===== src/rtl/change_dispenser.sv =====
// Coin payout sequencer: pays a change amount largest-coin-first through a
// req/ack hopper handshake, skipping empty tubes, with a hopper ack timeout.
//
//   state   | meaning
//   --------+-------------------------------------------------------------
//   S_IDLE  | waiting for start; residue/coins_out from last payout held
//   S_PICK  | choose largest available coin that fits the remaining amount
//   S_REQ   | coin_req high, waiting for coin_ack (timer running)
//   S_REL   | coin paid, waiting for hopper to release coin_ack
//   S_DONE  | one-cycle done pulse
//   S_FAULT | hopper timed out; hold until clr_fault
module change_dispenser #(
  parameter int N           = 10,
  parameter int V0          = 10,
  parameter int V1          = 20,
  parameter int V2          = 50,
  parameter int V3          = 100,
  parameter int ACK_TIMEOUT = 255
) (
  input  logic         clk,
  input  logic         rst,
  input  logic         start,
  input  logic [N-1:0] balance,
  input  logic [3:0]   tube_empty,
  input  logic         coin_ack,
  input  logic         clr_fault,
  output logic         coin_req,
  output logic [1:0]   coin_sel,
  output logic         busy,
  output logic         done,
  output logic [N-1:0] residue,
  output logic [7:0]   coins_out,
  output logic         fault
);

  typedef enum logic [2:0] {
    S_IDLE, S_PICK, S_REQ, S_REL, S_DONE, S_FAULT
  } state_t;

  localparam logic [7:0] TMO_LAST = 8'(ACK_TIMEOUT - 1);

  state_t       state_q, state_d;
  logic [N-1:0] amt_q, amt_d;
  logic [1:0]   sel_q, sel_d;
  logic [7:0]   timer_q, timer_d;
  logic [7:0]   coins_q, coins_d;
  logic [N-1:0] residue_q, residue_d;

  logic         pick_found;
  logic [1:0]   pick_sel;

  function automatic logic [N-1:0] coin_val(input logic [1:0] s);
    case (s)
      2'd0:    coin_val = N'(V0);
      2'd1:    coin_val = N'(V1);
      2'd2:    coin_val = N'(V2);
      default: coin_val = N'(V3);
    endcase
  endfunction

  // Ascending scan: the last match wins, giving the largest usable coin.
  always_comb begin
    pick_found = 1'b0;
    pick_sel   = 2'd0;
    for (int i = 0; i < 4; i++) begin
      if (!tube_empty[i] && (amt_q >= coin_val(2'(i)))) begin
        pick_found = 1'b1;
        pick_sel   = 2'(i);
      end
    end
  end

  always_comb begin
    state_d   = state_q;
    amt_d     = amt_q;
    sel_d     = sel_q;
    timer_d   = timer_q;
    coins_d   = coins_q;
    residue_d = residue_q;
    case (state_q)
      S_IDLE: begin
        if (start) begin
          amt_d     = balance;
          coins_d   = 8'd0;
          residue_d = '0;
          state_d   = S_PICK;
        end
      end
      S_PICK: begin
        if (pick_found) begin
          sel_d   = pick_sel;
          timer_d = 8'd0;
          state_d = S_REQ;
        end else begin
          residue_d = amt_q;
          state_d   = S_DONE;
        end
      end
      S_REQ: begin
        if (coin_ack) begin
          amt_d = amt_q - coin_val(sel_q);
          if (coins_q != 8'hFF) coins_d = coins_q + 8'd1;
          state_d = S_REL;
        end else if (timer_q == TMO_LAST) begin
          state_d = S_FAULT;
        end else begin
          timer_d = timer_q + 8'd1;
        end
      end
      S_REL: begin
        if (!coin_ack) state_d = S_PICK;
      end
      S_DONE: begin
        state_d = S_IDLE;
      end
      S_FAULT: begin
        if (clr_fault) begin
          residue_d = amt_q;
          state_d   = S_DONE;
        end
      end
      default: state_d = S_IDLE;
    endcase
  end

  always_ff @(posedge clk or negedge rst) begin
    if (!rst) begin
      state_q   <= S_IDLE;
      amt_q     <= '0;
      sel_q     <= 2'd0;
      timer_q   <= 8'd0;
      coins_q   <= 8'd0;
      residue_q <= '0;
    end else begin
      state_q   <= state_d;
      amt_q     <= amt_d;
      sel_q     <= sel_d;
      timer_q   <= timer_d;
      coins_q   <= coins_d;
      residue_q <= residue_d;
    end
  end

  assign coin_req  = (state_q == S_REQ);
  assign coin_sel  = sel_q;
  assign busy      = (state_q != S_IDLE);
  assign done      = (state_q == S_DONE);
  assign fault     = (state_q == S_FAULT);
  assign residue   = residue_q;
  assign coins_out = coins_q;

endmodule


===== config.mk =====
export PLATFORM = sky130hd
export DESIGN_NAME = change_dispenser
export DESIGN_NICKNAME = d
export VERILOG_FILES = /design/src/rtl/change_dispenser.sv
export SDC_FILE = /design/constraint.sdc
export NUM_CORES = 1
export LEC_CHECK = 0
export ABC_AREA = 1
export BUFFER_PORTS_ARGS = -buffer_cell sky130_fd_sc_hd__buf_2
export CAP_MARGIN = 20
export CORE_ASPECT_RATIO = 1.5
export CORE_UTILIZATION = 35
export CTS_BUF_LIST = sky130_fd_sc_hd__clkbuf_8 sky130_fd_sc_hd__clkbuf_16
export DETAILED_ROUTE_END_ITERATION = 10
export PLACE_DENSITY = 0.51
export SLEW_MARGIN = 20
export SYNTH_ARGS = -nofsm -noshare
export SYNTH_HDL_FRONTEND = slang
export SYNTH_SLANG_ARGS = --single-unit

===== constraint.sdc =====
create_clock -name clk -period 5.1 [get_ports clk]
set_input_delay 0.255 -clock clk [delete_from_list [all_inputs] [get_ports clk]]
set_output_delay 0.255 -clock clk [all_outputs]
set_load 0.05 [all_outputs]

== After elaboration in Yosys (flattened, before gate mapping) ==
Cells that the tools add are included.
Widths: inputs -> output; s select.
Operators by class
  eq/ne operators: 19
  add/subtract/negate cells: 3
  reduce and logical (&&, ||, !) cells: 20
  magnitude comparators: 4
  multiplexer cells: 32
Operator list (number)
  $mux 10: 7
  $mux 8: 6
  $pmux 8 s2: 2
  $pmux 10 s3: 1
  $pmux 7 s3: 1
  $pmux 10 s2: 1
  $mux 3: 6
  $add 8x1->8 const B: 2
  $ne 2x2->1 const B: 8
  $reduce_and 4->1: 4
  $pmux 3 s5: 1
  $ge 10x4->1 const B: 1
  $ge 10x5->1 const B: 1
  $ge 10x6->1 const B: 1
  $ge 10x7->1 const B: 1
  $sub 10x10->10: 1
  $eq 8x8->1 const B: 1
  $ne 8x8->1 const B: 1
  $eq 3x2->1 const B: 2
  $eq 3x3->1 const B: 2
  $reduce_bool 3->1: 2
  $mux 1: 5
  $logic_and 1x1->1: 4
  $logic_not 1->1: 4
  11 further kinds: 13
Word-level totals
  word-level logic and storage cells: 84
  flip-flop bits (word level): 41

== Logic depth before layout (Yosys ltp) ==
Gate-level depths: netlist of run 1.
  depth in word-level cells: 8
  gate-level depth with buffers: 12
  depth with buffers taken out: 12

== Worst setup path before layout of run 1 ==
No wires, ideal clock.
  path kind: reg2reg
  from: register sel_q[0] (netlist: coin_sel[0])
  to: register amt_q[6]
  slack: 2.822 ns
  arrival: 2.162 ns
  required time: 4.983 ns
  cell stages (with the launch flop): 13
  period minus slack after synthesis: 2.278 ns
  path through: dfrtp_1 > inv_1 > ha_1 > inv_1 > ha_1 > nand2_1 > clkinv_1 > nand3_1 > o21ai_1 > xnor2_1 > nand2_1 > nand2_1 > nand2_1
On the way
  cells in the longest elaborated chain, start to end: 7
  elaborated cells on any way between the ends: 9
  classes of those cells: add/sub (1); eq/ne (2); mux (5); reduce/logical (1)
Ends and longest elaborated chain
  from (decl): RTL line 44  | logic [1:0] sel_q, sel_d;
  from (signal assigned): RTL line 137  | sel_q <= sel_d;
  $eq 2x2->1 (tied with other cells): RTL line 53  | case (s)
  $pmux 7 s3 (*): RTL line 53
  $mux 10 (*): RTL line 100  | if (coin_ack) begin
  $mux 10 (*): RTL line 80  | case (state_q)
  $sub 10x10->10 (*): RTL line 101  | amt_d = amt_q - coin_val(sel_q);
  $mux 10 (*): RTL line 100
  $pmux 10 s2 (*): RTL line 80
  to (signal assigned): RTL line 136  | amt_q <= amt_d;
  to (decl): RTL line 43  | logic [N-1:0] amt_q, amt_d;
Every way passes the cells marked *; elsewhere a longest branch is shown, timed or not. The select of a mux whose other input is x is not followed.
A chain may end at the register's enable or synchronous reset.

== Worst setup path after layout of run 1 ==
  from: register sel_q[0] (netlist: coin_sel[0])
  to: register amt_q[7]
Same word-level chain as after synthesis.

==> qor.txt, run 1 <==
==========================================================================================
Num CTS Buffers .............................................................            5
Die footprint ...............................................................     7814 um2
Global-route wire length before repair ......................................     11150 um
CP peak stage delay .........................................................      0.45 ns
Share of the synthesized area in the top cell type ..........................       0.3931
Cell Chain, Critical Path ................................................... inv_1, ha_1, inv_1, ha_1, nand2_1, nand2_1, nand2_1, nand3_1, o21ai_0, nand3_1, o21ai_1, inv_1
Cell at the root of the clock tree ..........................................     clkbuf_8
Total setup buffers inserted after CTS ......................................            0
CTS tree ....................................................................          yes
Total DRC errors in the routed layout .......................................            0
Leakage dissipation .........................................................     1.557 nW
Layout overhead on the synthesized area .....................................       16.44%
Distinct cells, synth .......................................................           37
Number of search-and-repair iterations in the first detailed-routing pass ...            4
Post-DR wirelength/cell .....................................................     13.77 um
Crit path time final ........................................................     2.157 ns
Remaining global-route overflow .............................................            0
Number of gates resized after cts ...........................................            0
Total half-perimeter wirelength after legalization and detailed placement ...      5216 um
Top cells by area in the synthesized netlist ................................ dfrtp_1 39%, nand2_1 14%, ha_1 5.8%
Total nets after synthesis ..................................................          375
Mean area per synthesized cell ..............................................    7.609 um2
Number of global-route vias before repair ...................................         2258
Library cell contributing the largest single delay on the critical path .....      dfrtp_1
Clock latency reported for the late side of the worst-skew pair .............      0.30 ns
Sum Neg Setup Slack .........................................................         0 ns
Class of the most critical hold timing path ................................. input port to register
Area of placed instances ....................................................     2910 um2
Bufs on Longest Clock Path ..................................................            2
Average vias per placed instance ............................................        4.791
Flip-flop and latch count after synthesis ...................................           41
Number of antenna violations at the first check in global routing ...........            0
Most numerous cell in the Yosys netlist .....................................      nand2_1
Post-Synthesis Cell Area ....................................................     2610 um2
Number of flops mapped to enable cells by yosys .............................            0
Hold buffer count at CTS ....................................................            0
Overall via count from detail_route .........................................         2338
Setup violators final .......................................................            0
Chip width ..................................................................     72.51 um
Peak VDD IR .................................................................  0.0003282 V
Data required time of the critical path .....................................      5.29 ns
Slew Viols, Final ...........................................................            0
Last weighted congestion value of the routability-driven placer .............       0.7758
Standard-cell row count .....................................................           38
Async set or reset register ratio after synthesis ...........................        1.000
Number of port buffers ......................................................           42
Ratio of final minimum period to clock period ...............................       0.4229
Ranking of synthesized cells by instance count .............................. 94 x nand2_1, 41 x dfrtp_1, 36 x inv_1, 23 x o21ai_1, 21 x nor2_1
Pin count of the biggest net entering global routing ........................           42
Library cell with the largest summed area after synthesis ...................      dfrtp_1
Worst Clk Skew ..............................................................  0.007163 ns
Synthesized netlist cell count ..............................................          343
Outcome .....................................................................    completed
Max_cap viols ...............................................................            0
F_max .......................................................................    463.7 MHz
Fraction of layout instances using a drive strength above 1 .................       0.1856
Unrepaired setup endpoints after global routing .............................        false
Post-Route Hold Slack .......................................................    0.2188 ns
Most frequently used flop master after synthesis ............................      dfrtp_1
I/O pin count ...............................................................           43
Worst-path maximum fanout ...................................................            5
Measured slew at the worst slew-check pin ...................................    0.7154 ns
Clock edge transition at the registers on the reported setup and hold paths .      0.08 ns
Iteration-0 DRC count of the detailed router ................................           65
Element type at the critical path start .....................................     register
Arrival time worst endpoint .................................................      2.34 ns
Share of synthesized area occupied by flip-flops and latches ................       0.3931
Clock sink count ............................................................           41
Number of warning messages in the yosys log .................................            0
Final non-filler cell area ..................................................     3039 um2
Number of hold violations in the final report ...............................            0
Category of the critical setup timing path .................................. register to register
Gr usage total ..............................................................       0.1900
Antenna diode count .........................................................            0
Fill cell total of the finished layout ......................................          798
Die height ..................................................................     107.8 um
Nature of the critical path endpoint ........................................     register
Worst rel slew slack ........................................................       0.5213
Register-to-Register Setup Slack ............................................      2.94 ns
Starting density of the core ................................................       0.3611
Number of nets in the finished design .......................................          419
Power density relative to cell area ......................................... 668.9 nW/um2
Maximum level of the CTS H-tree .............................................            2
Aggregate routed wire length ................................................      6719 um
Remaining antenna violation count ...........................................            0
Core outline area ...........................................................     7227 um2
==========================================================================================
cell usage in the layout (no fill, tap or decap), drive strengths merged, types with 5 or more instances in the layout:
| cell | count |
|---|---|
| a21oi | 7 |
| buf | 43 |
| clkbuf | 6 |
| dfrtp | 41 |
| ha | 12 |
| inv | 46 |
| nand2 | 99 |
| nand3 | 18 |
| nand4 | 18 |
| nor2 | 23 |
| nor3 | 6 |
| o21ai | 29 |
| or2 | 5 |
| xor2 | 7 |
layout make-up:
cell class                 count  area (um2)  area share
multi-input combinational    248        1365      0.4492
timing repair buffer          44       230.2     0.07575
clock inverter                 2       33.78     0.01112
clock buffer                   6       82.58     0.02717
sequential                    41        1026      0.3376
inverter                      47       176.4     0.05805
tap                          100       125.1     0.04117
stage by stage:
| stage | utilization | cells | power [mW] | setup WS (ns) |
|---|---|---|---|---|
| final | 0.4205 | 488 | 2.033 | 2.943 |
| after global routing | 0.4205 | 488 | 2.223 | 2.754 |
| after CTS | 0.4188 | 487 | 2.060 | 2.908 |
| after detailed placement | 0.4027 | 479 | 1.780 | 2.934 |
| after global placement | 0.4027 | 479 | 1.775 | 2.916 |
| after floorplan | - | 343 | 1.493 | 2.822 |
final timing paths:
| check | to | startpoint | depth (start not counted) |
|---|---|---|---|
| worst max-delay path | amt_q[7] | coin_sel[0] | 12 |
| worst min-delay path | amt_q[2] | balance[2] | 3 |
| worst max register to register | amt_q[7] | coin_sel[0] | 12 |
| worst min register to register | residue[1] | residue[1] | 2 |
| max in group asynchronous | amt_q[7] | rst | 2 |
| min in group asynchronous | residue[5] | rst | 2 |
routing by layer:
metal | GRT usage | part of all wire | vias to the layer above
met5 | 0 | 0 | -
met4 | 0.06443 | 0.017 | 0
met3 | 0.02903 | 0.020 | 9
met2 | 0.3645 | 0.57 | 31
met1 | 0.2052 | 0.39 | 1091
li1 | - | - | 1207
registers in the layout, indices dropped and copies added (netlist names):
signal,cells
amt_q,10
coins_out,8
timer_q,8
residue,10
coin_sel,2
state_q,3
worst max-delay path: cells and delay by family, from the launching register on:
| kind | cells | cell delay, ns |
|---|---|---|
| flip-flops | 1 | 0.45 |
| AND/OR/NAND/NOR | 5 | 0.44 |
| buffers and inverters | 3 | 0.24 |
| adder cells (fa/ha/maj) | 2 | 0.65 |
| AO/OA/AOI/OAI | 2 | 0.26 |
kinds of logic (layout without fill, tap and decap cells):
family | Yosys count | count (layout) | share of synthesized area
xor+xnor | 10 | 10 | 0.03356
fa+ha+maj | 13 | 13 | 0.06520
flops | 41 | 41 | 0.3931
buf+inv | 54 | 99 | 0.08389
simple gates | 173 | 173 | 0.3063
compound gates | 52 | 52 | 0.1179
report_power, final:
part           switching (mW)  leakage [nW]  internal (mW)
registers               0.123         0.535          0.430
clock network           0.117        0.0626          0.158
logic                   0.832         0.959          0.374
total                    1.07          1.56          0.961
(Power assumes the default switching activity.)
==> run 2, diff against run 1 <==
==> constraint.sdc (replaced) <==
create_clock -name clk -period 2.2 [get_ports clk]
set_input_delay 0.11 -clock clk [delete_from_list [all_inputs] [get_ports clk]]
set_output_delay 0.11 -clock clk [all_outputs]
set_load 0.05 [all_outputs]
==> run 2 against run 1 <==
- combinational power increased by 140%
- highest routed layer unchanged
- non-clock buffer count grew 5
- clock skew rose by 0.0024 ns
- global-route usage decreased by 0.50 points
- core utilization is 0.23 points higher
- total power grew 130%
- clock power up 93%
- sequential power rose by 130%
==> qor.txt, run 2 (same netlist as run 1, synthesis figures left out) <==
==========================================================================================
Outcome .....................................................................    completed
Post-DR wirelength/cell .....................................................     13.11 um
Fill cell total of the finished layout ......................................          806
Start point of the worst min-delay path .....................................   balance[1]
Standard-cell row count .....................................................           38
Nature of the critical path endpoint ........................................     register
Chip width ..................................................................     72.51 um
Overall via count from detail_route .........................................         2338
Die height ..................................................................     107.8 um
Aggregate routed wire length ................................................      6461 um
Cell at the root of the clock tree ..........................................     clkbuf_8
Clock latency reported for the late side of the worst-skew pair .............      0.30 ns
CTS tree ....................................................................          yes
Element type at the critical path start .....................................     register
Combinational share of power ................................................        0.614
Total setup buffers inserted after CTS ......................................            0
Cell Count Post-Placement ...................................................          484
Data required time of the critical path .....................................      2.41 ns
Number of antenna violations at the first check in global routing ...........            0
Class of the most critical hold timing path ................................. input port to register
F_max .......................................................................    493.0 MHz
Starting density of the core ................................................       0.3611
Part of the power in the clock network ......................................        0.114
Category of the critical setup timing path .................................. register to register
Register-to-Register Setup Slack ............................................      0.17 ns
Last weighted congestion value of the routability-driven placer .............       0.8300
I/O pin count ...............................................................           43
Worst rel slew slack ........................................................       0.6420
Proportion of power drawn by flip-flops and latches .........................        0.272
Fraction of layout instances using a drive strength above 1 .................       0.2010
Unrepaired setup endpoints after global routing .............................        false
Sum Neg Setup Slack .........................................................         0 ns
Iteration-0 DRC count of the detailed router ................................           78
Arrival time worst endpoint .................................................      2.23 ns
Crit path time final ........................................................     2.029 ns
Remaining antenna violation count ...........................................            0
Core outline area ...........................................................     7227 um2
Total DRC errors in the routed layout .......................................            0
Global-route wire length before repair ......................................     10910 um
Worst-case reg-to-reg path depth ............................................           11
Die footprint ...............................................................     7814 um2
Number of search-and-repair iterations in the first detailed-routing pass ...            6
Highest-count cells in the layout ignoring fill and taps .................... 94 x nand2_1, 42 x buf_2, 40 x dfrtp_1
Slew Viols, Final ...........................................................            0
Average vias per placed instance ............................................        4.742
Worst R2R End ...............................................................     amt_q[8]
Leakage dissipation .........................................................     1.564 nW
Sw Pwr ......................................................................     2.479 mW
Setup violators final .......................................................            0
Num CTS Buffers .............................................................            5
Most common library cell in the layout ignoring fill and taps ...............      nand2_1
Remaining global-route overflow .............................................            0
Total half-perimeter wirelength after legalization and detailed placement ...      4975 um
Worst Clk Skew ..............................................................  0.009548 ns
Antenna diode count .........................................................            0
Measured slew at the worst slew-check pin ...................................    0.5370 ns
Post-layout power ...........................................................     4.646 mW
Number of hold violations in the final report ...............................            0
Ratio of final minimum period to clock period ...............................       0.9221
Worst min-delay path endpoint ...............................................     amt_q[1]
Clock edge transition at the registers on the reported setup and hold paths .      0.08 ns
Layout overhead on the synthesized area .....................................       17.07%
Maximum level of the CTS H-tree .............................................            2
Number of global-route vias before repair ...................................         2344
Sw frac .....................................................................       0.5337
Number of port buffers ......................................................           42
Max_cap viols ...............................................................            0
Peak VDD IR .................................................................  0.0006501 V
Bufs on Longest Clock Path ..................................................            2
Power density relative to cell area .........................................  1521 nW/um2
RR Startpoint ...............................................................  coin_sel[0]
Worst-path maximum fanout ...................................................            6
Worst Hold Path Cells .......................................................            3
Non-filler instance count after layout ......................................          493
Number of nets in the finished design .......................................          424
Clock sink count ............................................................           41
Gr usage total ..............................................................       0.1850
Pin count of the biggest net entering global routing ........................           42
Cell internal pwr ...........................................................     2.167 mW
==========================================================================================
-- run 2: cell types whose count changed in the layout (fill, tap and decap cells not counted), sizes merged --
| cell | before | now |
|---|---|---|
| buf | 43 | 48 |
| bufinv | 1 | 0 |
| clkinvlp | 0 | 1 |
-- run 2: area by class of cell --
type                       instances  area [um2]  share of cell area
multi-input combinational        248        1368              0.4476
timing repair buffer              49       265.3             0.08681
clock inverter                     2       11.26            0.003686
inverter                          47       176.4             0.05774
sequential                        41        1027              0.3362
clock buffer                       6       82.58             0.02703
tap                              100       125.1             0.04095
-- run 2: power by group through the flow --
stage	clock, mW	sequential, mW	combinational, mW
after global placement	0	1.28	2.88
after CTS	0.553	1.27	2.89
after detailed placement	0	1.28	2.88
after floorplan	0	1.54	1.92
final	0.529	1.26	2.85
after global routing	0.579	1.31	3.24
-- run 2: layer usage --
| layer | global-route usage | up-vias | share of wire |
|---|---|---|---|
| met2 | 0.3364 | 48 | 0.54 |
| li1 | - | 1220 | - |
| met5 | 0 | - | 0 |
| met4 | 0.08263 | 0 | 0.027 |
| met3 | 0.03371 | 12 | 0.026 |
| met1 | 0.2044 | 1058 | 0.41 |
-- run 2: how the worst max path moves through the flow --
stage | start | end | slack [ns]
after floorplan | coin_sel[1] | amt_q[6] | 0.07
after CTS | coin_sel[0] | amt_q[8] | 0.16
after global placement | coin_sel[0] | amt_q[8] | 0.22
after detailed placement | coin_sel[0] | amt_q[8] | 0.18
final | coin_sel[0] | amt_q[8] | 0.17
after global routing | coin_sel[0] | amt_q[6] | 0.02
-- run 2: critical path, cell delays in order (launching register included) --
cell and delay (ns):
dfrtp_2 0.44, inv_1 0.16, ha_1 0.17, inv_1 0.04, ha_2 0.37, nand2_1 0.07
o21ai_1 0.20, nand4_1 0.17, nand3_1 0.12, nand3_1 0.08, nand2_1 0.06, nand2_1 0.04
-- run 2: what timing repair did --
item	in CTS	in global routing
gates resized for setup	0	2
hold buffers	1	0
setup endpoints to repair	0	2
hold endpoints to repair	41	0
-- run 2: through the flow --
stage	instance area, um2	setup WS, ns	hold slack (ns)	utilization
floorplan	2611	0.07415	-0.1856	-
global placement	2949	0.2233	0.2297	0.4081
detailed placement	2949	0.1787	0.2266	0.4081
CTS	3053	0.1583	0.05589	0.4224
global route	3055	0.01659	0.07592	0.4228
finish	3055	0.1714	0.06950	0.4228
==> run 3, diff against run 2 <==
--- a/config.mk
+++ b/config.mk
@@ -8,11 +8,13 @@
 export ABC_AREA = 1
 export BUFFER_PORTS_ARGS = -buffer_cell sky130_fd_sc_hd__buf_2
 export CAP_MARGIN = 20
+export CELL_PAD_IN_SITES_DETAIL_PLACEMENT = 0
+export CELL_PAD_IN_SITES_GLOBAL_PLACEMENT = 1
 export CORE_ASPECT_RATIO = 1.5
 export CORE_UTILIZATION = 35
 export CTS_BUF_LIST = sky130_fd_sc_hd__clkbuf_8 sky130_fd_sc_hd__clkbuf_16
 export DETAILED_ROUTE_END_ITERATION = 10
-export PLACE_DENSITY = 0.51
+export PLACE_DENSITY = 0.67
 export SLEW_MARGIN = 20
 export SYNTH_ARGS = -nofsm -noshare
 export SYNTH_HDL_FRONTEND = slang
==> run 3 against run 2 <==
- first-iteration DRC count down 3.8%
- final cell count increased by 0.41%
- die area is the same
- clock skew decreased by 0.0051 ns
- global-route usage rose by 0.14 points
- sequential share of layout area about the same
- maximum frequency up 5.0%
- register-to-register slack improved by 0.096 ns
- critical path depth rose by 1
- sequential power hardly changed
==> qor.txt, run 3 (same netlist as run 1, synthesis figures left out) <==
==========================================================================================
Outcome .....................................................................    completed
Remaining global-route overflow .............................................            0
Cell Count Post-Placement ...................................................          486
Post-Route Hold Slack .......................................................   0.08295 ns
Cell at the root of the clock tree ..........................................     clkbuf_8
Setup violators final .......................................................            0
Power density relative to cell area .........................................  1516 nW/um2
Data required time of the critical path .....................................      2.39 ns
Overall via count from detail_route .........................................         2395
Bufs on Longest Clock Path ..................................................            2
Die footprint ...............................................................     7814 um2
Last weighted congestion value of the routability-driven placer .............       0.7702
Nature of the critical path endpoint ........................................     register
Average vias per placed instance ............................................        4.838
Total half-perimeter wirelength after legalization and detailed placement ...      5188 um
Total setup buffers inserted after CTS ......................................            0
Highest-count cells in the layout ignoring fill and taps .................... 94 x nand2_1, 42 x buf_2, 40 x dfrtp_1
Remaining antenna violation count ...........................................            0
Worst Setup Slack post-DPL ..................................................    0.2039 ns
Ratio of final minimum period to clock period ...............................       0.8784
Measured slew at the worst slew-check pin ...................................    0.5490 ns
Most common library cell in the layout ignoring fill and taps ...............      nand2_1
Clock edge transition at the registers on the reported setup and hold paths .      0.08 ns
Gr usage total ..............................................................       0.1864
Die height ..................................................................     107.8 um
Standard-cell row count .....................................................           38
Iteration-0 DRC count of the detailed router ................................           75
Clock latency reported for the late side of the worst-skew pair .............      0.29 ns
Element type at the critical path start .....................................     register
Fraction of layout instances using a drive strength above 1 .................       0.2025
Share of the core filled with cells .........................................       0.4231
Final non-filler cell area ..................................................     3058 um2
Maximum level of the CTS H-tree .............................................            2
Number of search-and-repair iterations in the first detailed-routing pass ...            4
Fill cell total of the finished layout ......................................          814
Sum Neg Setup Slack .........................................................         0 ns
Pin count of the biggest net entering global routing ........................           42
Num CTS Buffers .............................................................            5
Max_cap viols ...............................................................            0
Number of antenna violations at the first check in global routing ...........            0
Post-layout power ...........................................................     4.636 mW
Global-route wire length before repair ......................................     11140 um
I/O pin count ...............................................................           43
Post-DR wirelength/cell .....................................................     13.32 um
Area taken by flip-flops and latches ........................................     1027 um2
Slew Viols, Final ...........................................................            0
Starting density of the core ................................................       0.3611
Number of hold violations in the final report ...............................            0
Number of port buffers ......................................................           42
Antenna diode count .........................................................            0
Crit path time final ........................................................     1.932 ns
Worst Clk Skew ..............................................................  0.004458 ns
Unrepaired setup endpoints after global routing .............................        false
Peak VDD IR .................................................................  0.0007524 V
Arrival time worst endpoint .................................................      2.12 ns
Area of the multi-input gates ...............................................     1369 um2
Worst path setup slack after routing ........................................    0.2676 ns
Leakage dissipation .........................................................     1.578 nW
Worst-path maximum fanout ...................................................            5
Worst rel slew slack ........................................................       0.6340
F_max .......................................................................    517.5 MHz
Category of the critical setup timing path .................................. register to register
Number of global-route vias before repair ...................................         2384
Aggregate routed wire length ................................................      6594 um
Total DRC errors in the routed layout .......................................            0
Core outline area ...........................................................     7227 um2
Layout overhead on the synthesized area .....................................       17.16%
CTS tree ....................................................................          yes
Area of placed instances ....................................................     2964 um2
Number of nets in the finished design .......................................          426
Non-filler instance count after layout ......................................          495
Clock sink count ............................................................           41
Chip width ..................................................................     72.51 um
Class of the most critical hold timing path ................................. input port to register
==========================================================================================
run 3: changes by cell type in the layout (fill, tap and decap cells not counted), sizes merged:
cell      before  now
buf           48   50
inv           46   48
clkbuf         6    5
clkinvlp       1    0
run 3: per-layer routing:
layer	vias up	track usage	routed length, um	part of all wire
met5	-	0	0	0
met4	0	0.05462	71	0.011
met3	7	0.03277	168	0.025
met2	36	0.3551	3655	0.55
met1	1125	0.2044	2699	0.41
li1	1227	-	-	-
run 3: worst max-delay path, cell delays in order (launching register included):
cell and delay, ns:
dfrtp_2 0.41, inv_2 0.07, ha_1 0.27, inv_1 0.04, ha_1 0.33, nand2_1 0.09, nand2_1 0.06, nand2_1 0.06
nand3_1 0.13, o21ai_0 0.17, nand3_1 0.08, o21ai_1 0.08, inv_1 0.05
run 3: power by group:
part	internal [mW]	switching, mW
clock	0.212	0.263
sequential	0.998	0.259
combinational	0.944	1.96
total	2.15	2.48
run 3: area by class of cell:
type                       count  share of cell area
multi-input combinational    248              0.4476
sequential                    41              0.3359
timing repair buffer          51             0.09165
inverter                      47             0.05769
tap                          100             0.04092
clock buffer                   5             0.02250
clock inverter                 3            0.003682
run 3: worst paths after layout:
path | end | startpoint | slack [ns] | depth (start not counted)
max | amt_q[7] | coin_sel[0] | 0.27 | 12
min | amt_q[0] | balance[0] | 0.08 | 3
max reg2reg | amt_q[7] | coin_sel[0] | 0.27 | 12
min reg2reg | residue[8] | residue[8] | 0.47 | 2
max in group asynchronous | coin_sel[0] | rst | 1.39 | 3
min in group asynchronous | timer_q[0] | rst | 0.41 | 3
run 3: timing repair:
action / CTS / global route
hold buffers: 1 / 0
gates resized for setup: 0 / 2
endpoints found under the setup margin: 0 / 3
hold endpoints to repair: 41 / 0
